**config.mk**
```make
export PLATFORM = sky130hd
export DESIGN_NAME = load_exec_unit
export DESIGN_NICKNAME = d
export VERILOG_FILES = /design/src/rtl/sys_defs.sv /design/src/rtl/load_exec_unit_align.sv /design/src/rtl/load_exec_unit.sv
export SDC_FILE = /design/constraint.sdc
export NUM_CORES = 1
export LEC_CHECK = 0
export CORE_MARGIN = 2
export CORE_UTILIZATION = 40
export DETAILED_ROUTE_END_ITERATION = 8
export GPL_ROUTABILITY_DRIVEN = 0
export HOLD_SLACK_MARGIN = 0.1
export PLACE_DENSITY = 0.8
export SYNTH_ARGS = -nofsm -noshare
export SYNTH_HDL_FRONTEND = slang
export SYNTH_HIERARCHICAL = 1
export SYNTH_SLANG_ARGS = --single-unit
```
**constraint.sdc**
```tcl
create_clock -name clock -period 1.89 [get_ports clock]
set_clock_uncertainty 0.15 [all_clocks]
set_input_delay 0.378 -clock clock [delete_from_list [all_inputs] [get_ports clock]]
set_output_delay 0.378 -clock clock [all_outputs]
set_load 0.02 [all_outputs]
```
**src/rtl/sys_defs.sv**
```systemverilog
// Shared load-path definitions: load buffer packet, load FSM states and
// RV32 load funct3 encodings.
package sys_defs;

  localparam int XLEN        = 32;
  localparam int ROB_TAG_LEN = 5;

  localparam logic [2:0] LB  = 3'b000;
  localparam logic [2:0] LH  = 3'b001;
  localparam logic [2:0] LW  = 3'b010;
  localparam logic [2:0] LBU = 3'b100;
  localparam logic [2:0] LHU = 3'b101;

  typedef struct packed {
    logic                   valid;
    logic [XLEN-1:0]        address;
    logic [ROB_TAG_LEN-1:0] rd_tag;
    logic [2:0]             mem_size;
  } LB_PACKET;

  typedef enum logic [1:0] {
    IDLE = 2'd0,
    REQ  = 2'd1,
    WAIT = 2'd2,
    DONE = 2'd3
  } LOAD_STATE;

endpackage

```
**src/rtl/load_exec_unit_align.sv**
```systemverilog
// Combinational extraction of a byte/halfword/word from a 64-bit memory
// doubleword, with sign or zero extension chosen by the load funct3.
module load_align #(
  parameter int XLEN = 32
) (
  input  logic [63:0]     data,
  input  logic [2:0]      offset,
  input  logic [2:0]      mem_size,
  output logic [XLEN-1:0] value
);
  import sys_defs::*;

  logic [63:0] shifted_s;

  // Bring the addressed byte down to bit 0, then extend per access size.
  always_comb begin
    shifted_s = data >> {offset, 3'b000};
    value     = '0;
    case (mem_size)
      LB:      value = {{(XLEN-8){shifted_s[7]}}, shifted_s[7:0]};
      LH:      value = {{(XLEN-16){shifted_s[15]}}, shifted_s[15:0]};
      LW:      value = shifted_s[XLEN-1:0];
      LBU:     value = {{(XLEN-8){1'b0}}, shifted_s[7:0]};
      LHU:     value = {{(XLEN-16){1'b0}}, shifted_s[15:0]};
      default: value = '0;
    endcase
  end

endmodule

```
**src/rtl/load_exec_unit.sv**
```systemverilog
// Single-outstanding load execution stage: request the containing doubleword,
// align/extend the result and hold it for the CDB until granted.
module load_exec_unit #(
  parameter int XLEN        = 32,
  parameter int ROB_TAG_LEN = sys_defs::ROB_TAG_LEN
) (
  input  logic                   clock,
  input  logic                   reset,
  input  sys_defs::LB_PACKET     lb_packet_in,
  output logic                   load_stall,
  output logic                   mem_req,
  output logic [XLEN-1:0]        mem_addr,
  input  logic                   mem_gnt,
  input  logic                   mem_rsp_valid,
  input  logic [63:0]            mem_rsp_data,
  output logic                   cdb_valid,
  output logic [ROB_TAG_LEN-1:0] cdb_tag,
  output logic [XLEN-1:0]        cdb_value,
  input  logic                   cdb_grant
);
  import sys_defs::*;

  LOAD_STATE              state_r, next_state_s;
  logic [XLEN-1:0]        address_r;
  logic [ROB_TAG_LEN-1:0] rd_tag_r;
  logic [2:0]             mem_size_r;
  logic [XLEN-1:0]        result_r;
  logic [XLEN-1:0]        aligned_s;
  logic                   accept_s;

  load_align #(.XLEN(XLEN)) u_align (
    .data     (mem_rsp_data),
    .offset   (address_r[2:0]),
    .mem_size (mem_size_r),
    .value    (aligned_s)
  );

  // Stall decode; a DONE result being granted frees the unit in the same cycle.
  always_comb begin
    load_stall = 1'b1;
    accept_s   = 1'b0;
    if ((state_r == IDLE) || ((state_r == DONE) && cdb_grant)) begin
      load_stall = 1'b0;
    end else begin
      load_stall = 1'b1;
    end
    accept_s = lb_packet_in.valid && !load_stall;
  end

  // Next-state logic.
  always_comb begin
    next_state_s = state_r;
    case (state_r)
      IDLE: begin
        if (accept_s) next_state_s = REQ;
        else          next_state_s = IDLE;
      end
      REQ: begin
        if (mem_gnt) next_state_s = WAIT;
        else         next_state_s = REQ;
      end
      WAIT: begin
        if (mem_rsp_valid) next_state_s = DONE;
        else               next_state_s = WAIT;
      end
      DONE: begin
        if (cdb_grant && accept_s) next_state_s = REQ;
        else if (cdb_grant)        next_state_s = IDLE;
        else                       next_state_s = DONE;
      end
      default: next_state_s = IDLE;
    endcase
  end

  // State, latched load request and registered result.
  always_ff @(posedge clock) begin
    if (reset) begin
      state_r    <= IDLE;
      address_r  <= '0;
      rd_tag_r   <= '0;
      mem_size_r <= 3'b000;
      result_r   <= '0;
    end else begin
      state_r <= next_state_s;
      if (accept_s) begin
        address_r  <= lb_packet_in.address;
        rd_tag_r   <= lb_packet_in.rd_tag;
        mem_size_r <= lb_packet_in.mem_size;
      end
      if ((state_r == WAIT) && mem_rsp_valid) begin
        result_r <= aligned_s;
      end
    end
  end

  assign mem_req   = (state_r == REQ);
  assign mem_addr  = {address_r[XLEN-1:3], 3'b000};
  assign cdb_valid = (state_r == DONE);
  assign cdb_tag   = rd_tag_r;
  assign cdb_value = result_r;

endmodule

```
Word-level counts from Yosys, hierarchy flattened

Index checks and enable logic that the tools add are counted.
W data, S select, Z words.

Output and inout bits: 72
Logic and storage cells: 28
Input port bits: 110
Bits in registers: 74

Eq/ne operators: 7
Shift operators: 1
Multiplexer cells: 8
Reduce and logical (&&, ||, !) cells: 7

Operators by type and width:

| cell                 | number |
|---|---|
| $pmux W32 S5         | 1 |
| $shr A64 B6 Y32      | 1 |
| $pmux W2 S4          | 1 |
| $eq A3 B3 Y1 const B | 2 |
| $mux W2              | 3 |
| $eq A2 B2 Y1 const B | 2 |
| $logic_and A1 B1 Y1  | 4 |
| $eq A3 B1 Y1 const B | 1 |
| $eq A3 B2 Y1 const B | 1 |
| $logic_not A3 Y1     | 1 |
| $mux W1              | 3 |
| $eq A2 B1 Y1 const B | 1 |
| $logic_not A2 Y1     | 1 |
| $logic_or A1 B1 Y1   | 1 |

Logic depth before layout (Yosys ltp)

Depth in word-level cells: 7
Depth in mapped cells: 9
Depth with buffers taken out: 6

By module

The synthesis kept the hierarchy.

By module, submodules not included:

| module         | cells an instance | area an instance (sq um) | sequential area each (sq um) | instances |
|---|---|---|---|---|
| load_exec_unit | 366               | 3345.7                   | 1481.4                       | 1 |
| load_align     | 215               | 1869.3                   | 0.0                          | 1 |

Worst setup path before layout

OpenSTA, ideal clock, no wires.

Path type: register to register
From: register address_r[0]
To: register result_r[16] (netlist: cdb_value[16])
Data arrival time: 1.419 ns
Stages on the path, launching flop included: 9
Setup slack: 0.188 ns
Buffers on the path: 2
Period minus slack after synthesis: 1.702 ns
Required time: 1.608 ns
Library setup time: 0.132 ns
Cells stage by stage: dfxtp_1 -> buf_6 -> mux2_4 -> o22a_4 -> nand4_4 -> buf_12 -> o211ai_2 -> nand2_1 -> a21oi_1

Longest elaborated chain between the ends: 2

Ends and longest elaborated chain:

| element                | RTL line                   | text |
|---|---|---|
| start, declared        | load_exec_unit.sv:24       | `logic [XLEN-1:0] address_r;` |
| start signal, assigned | load_exec_unit.sv:86       | `address_r <= lb_packet_in.address;` |
| $shr A64 B6 Y32        | load_exec_unit_align.sv:17 | `shifted_s = data >> {offset, 3'b000};` |
| $pmux W32 S5           | load_exec_unit_align.sv:19 | `case (mem_size)` |
| net aligned_s[16]      | load_exec_unit.sv:28       | `logic [XLEN-1:0] aligned_s;` |
| end signal, assigned   | load_exec_unit.sv:91       | `result_r <= aligned_s;` |
| end, declared          | load_exec_unit.sv:27       | `logic [XLEN-1:0] result_r;` |

The timed path passes the listed nets, and every way through them passes these cells.
A chain may end at the register's enable or synchronous reset.

Worst setup path in the final report

From: register address_r[2]
To: register result_r[16] (netlist: cdb_value[16])

The elaborated chain is that of the path after synthesis.

==> metrics.md <==
| Metric | Value |
|---|---|
| Status | complete, but fails checks |
| Failing checks | setup timing |
| Fill cell count | about 1100 |
| Worst EP required | roughly 2 ns |
| Post-route setup slack | -0.0450 ns |
| Boundary Pins | approximately 180 |
| Post-Syn Instances | between 500 and 600 |
| Ys Warns | 6 |
| Initial drt markers | 387 |
| CTS HTree Levels | 3 |
| Number of synthesized flops with an enable pin | 0 |
| Async SR Flop Fraction | 0% |
| Design Power | between 5 and 6 mW |
| First-pass GRT wire length | 24400 µm |
| Fin crit period | 1.94 ns |
| Worst Path Class, Setup | reg2reg |
| Root Driver | clkbuf_16 |
| Yosys cell types | 39 |
| Dpl hpwl | 11100 µm |
| PwrDens | between 700 and 800 nW/µm² |
| Fraction of layout cells with a size suffix above 1 | 18.1% |
| Final Cycle Share | 102% |
| Via density | between 5 and 6 |
| Area delta synth->final | 47.3% |
| Num CTS Buffers | 9 |
| Sequential fraction of the synthesis area | roughly 28% |
| Final Hold Viols | 0 |
| Core Footprint | 12700 µm² |
| Die area | between 10000 and 15000 µm² |
| Clock transition at path regs | approximately 0.060 ns |
| Largest net degree at the start of global routing | 77 |
| # rows | between 40 and 50 |
| Critical path's largest stage delay | roughly 0.42 ns |
| Cell area after layout | ~7700 µm² |
| Max IR drop VDD | roughly 0.59 mV |
| Pins Over Slew Limit | 0 |
| DRC | 0 |
| Rel. slew slack | 44.6% |
| RSZ-0062 raised after global routing | true |
| CTS tree | built |
| I/O Buffers | between 150 and 200 |
| Post-route antenna net violation count | 0 |
| Wire per inst | 17.3 µm |
| Final wirelength | between 15000 and 20000 µm |
| Max-Cap Viols | 0 |
| Die H | ~120 µm |
| Worst slew pin tran | 0.808 ns |
| Vias in the first global route | approximately 4800 |
| Via count | 5015 |
| CP max-delay cell | dfxtp_2 |
| Layout Nets | 862 |
| First-pass iteration count of the detailed router | 5 |
| DIE WIDTH | about 120 µm |
| CTS hold repair buffers | 0 |
| F_max | between 500 and 600 MHz |
| Initial antenna violation count | 0 |
| Critical path cell sequence | buf_12 -> mux2i_1 -> mux2i_1 -> a21oi_1 -> o211ai_2 -> nand2_1 -> a21oi_1 |
| Setup WS pre-CTS | -0.365 ns |
| FF+latch count, synth | 74 |
| CTS max path bufs | 2 |
| Arrival time of the worst setup path | approximately 2.0 ns |
| Initial core utilization | around 40% |
| Diode count | 0 |
| CTS Sinks | 74 |
| Worst Hold Class | reg2reg |
| Gr ovfl total | 0 |
| Leak pwr | slightly below 3 nW |
| Startpoint types | register |
| Clock latency on the worst-skew pair | between 0.3 and 0.4 ns |
| Syn_area_per_cell | approximately 9 µm² |
| Critical path endpoint category | register |
| Critical-path maximum fanout | 23 |
| Leading register cell type out of synthesis | dfxtp_1 |
| Post-synthesis cell area | around 5200 µm² |
| Setup violators final | 1 |
| DP Area | slightly above 7000 µm² |
| Total track usage | 21.8% |
## timing repair
| action | in CTS | in global routing |
|---|---|---|
| buffers inserted | 0 | 8 |
| pin swaps | 1 | 10 |
| endpoints found under the setup margin | 28 | 32 |
| gates cloned | 1 | 4 |
| resized for setup | 10 | 37 |
## cells in the mapped netlist (all sizes together) (2+ instances only)
cell	count	share of area (%)
nor2	21	1.5
nor3	2	0.19
clkbuf	16	1.2
dfxtp	74	28
nand3b	3	0.43
a21oi	55	5.3
mux4	14	6.0
mux2	2	0.58
o2bb2ai	15	2.5
buf	66	11
nand2	84	6.0
nand2b	83	10
o211ai	18	3.6
nand3	2	0.29
mux2i	97	19
o21ai	9	0.86
nor2b	5	0.60
## final timing paths
| check | to | start | cells after the start | slack [ns] |
|---|---|---|---|---|
| hold / removal | cdb_value[31] | cdb_value[31] | 2 | 0.30 |
| setup reg to reg | cdb_value[16] | address_r[2] | 7 | -0.05 |
| hold reg to reg | cdb_value[31] | cdb_value[31] | 2 | 0.30 |
| setup / recovery | cdb_value[16] | address_r[2] | 7 | -0.05 |
## power breakdown
| group | switching [mW] | total [mW] | leakage, nW | internal [mW] |
|---|---|---|---|---|
| clock network | 0.699 | 1.93 | 0.166 | 1.24 |
| registers | 0.0651 | 1.72 | 0.606 | 1.65 |
| logic | 0.849 | 1.77 | 2.12 | 0.925 |
## per-layer routing
metal	track usage [%]	wire length, µm
met1	23.7	5850
met2	36.6	7900
met3	8.25	1700
met4	11.4	606
met5	0	0
## final cells by class
| cell class | instances | area, µm² | area share [%] |
|---|---|---|---|
| multi-input cells | 429 | 3250 | 42.3 |
| repair buffers | 237 | 2390 | 31.1 |
| clock buffers | 11 | 253 | 3.29 |
| inverters | 1 | 3.75 | 0.0489 |
| flip-flops and latches | 74 | 1490 | 19.4 |
| well taps | 172 | 215 | 2.80 |
| clock inverters | 5 | 86.3 | 1.12 |
## sequential cells by signal, summed over array words and instances (netlist names)
| register | flops |
|---|---|
| address_r | 32 |
| cdb_tag | 5 |
| cdb_value | 32 |
| mem_size_r | 3 |
| state_r | 2 |
## placed cells by master (no fill, tap or decap), types with 2 or more instances in the layout
master	count
clkdlybuf4s50_1	167
mux2i_1	92
nand2b_1	83
nand2_1	82
dfxtp_1	70
a21oi_1	48
buf_4	44
nor2_1	21
o2bb2ai_1	15
mux4_2	14
clkbuf_16	11
o211ai_2	10
buf_12	9
o211ai_1	8
o21ai_1	8
a21oi_2	7
dlymetal6s2s_1	6
nand4_4	4
buf_6	4
mux2i_2	4
nand3b_1	3
conb_1	3
dfxtp_2	3
clkinv_4	3
dlygate4sd2_1	3
clkbuf_8	2
bufinv_16	2
buf_2	2
mux2_4	2
nor2b_2	2
nand2_2	2
nor2b_1	2
## critical path: cells and delay by family, from the launching register on
kind            cells  cell delay (ns)
mux                 2             0.53
flops               1             0.42
compound gates      3             0.40
buf+inv             1             0.23
simple gates        1             0.06
## through the flow
stage	hold WS, ns	setup TNS (ns)	std cells	utilization, %
2_1_floorplan	0.298	0	583	-
3_3_place_gp	0.295	-9.21	901	55.7
3_5_place_dp	0.296	-11.42	901	55.7
4_1_cts	0.304	0	918	58.6
5_1_grt	0.330	-0.405	929	60.6
6_report	0.302	-0.0450	929	60.6
## cell families (layout without fill, tap and decap cells)
group | count (synthesis) | after routing | share of synthesized area (%)
simple gates | 207 | 210 | 20.4
mux | 113 | 113 | 25.2
flops | 74 | 74 | 28.4
buf+inv | 83 | 254 | 12.5
other cells | 1 | 3 | 0.0719
compound gates | 103 | 103 | 13.3
Note: power is estimated with default switching activity, not from simulation.
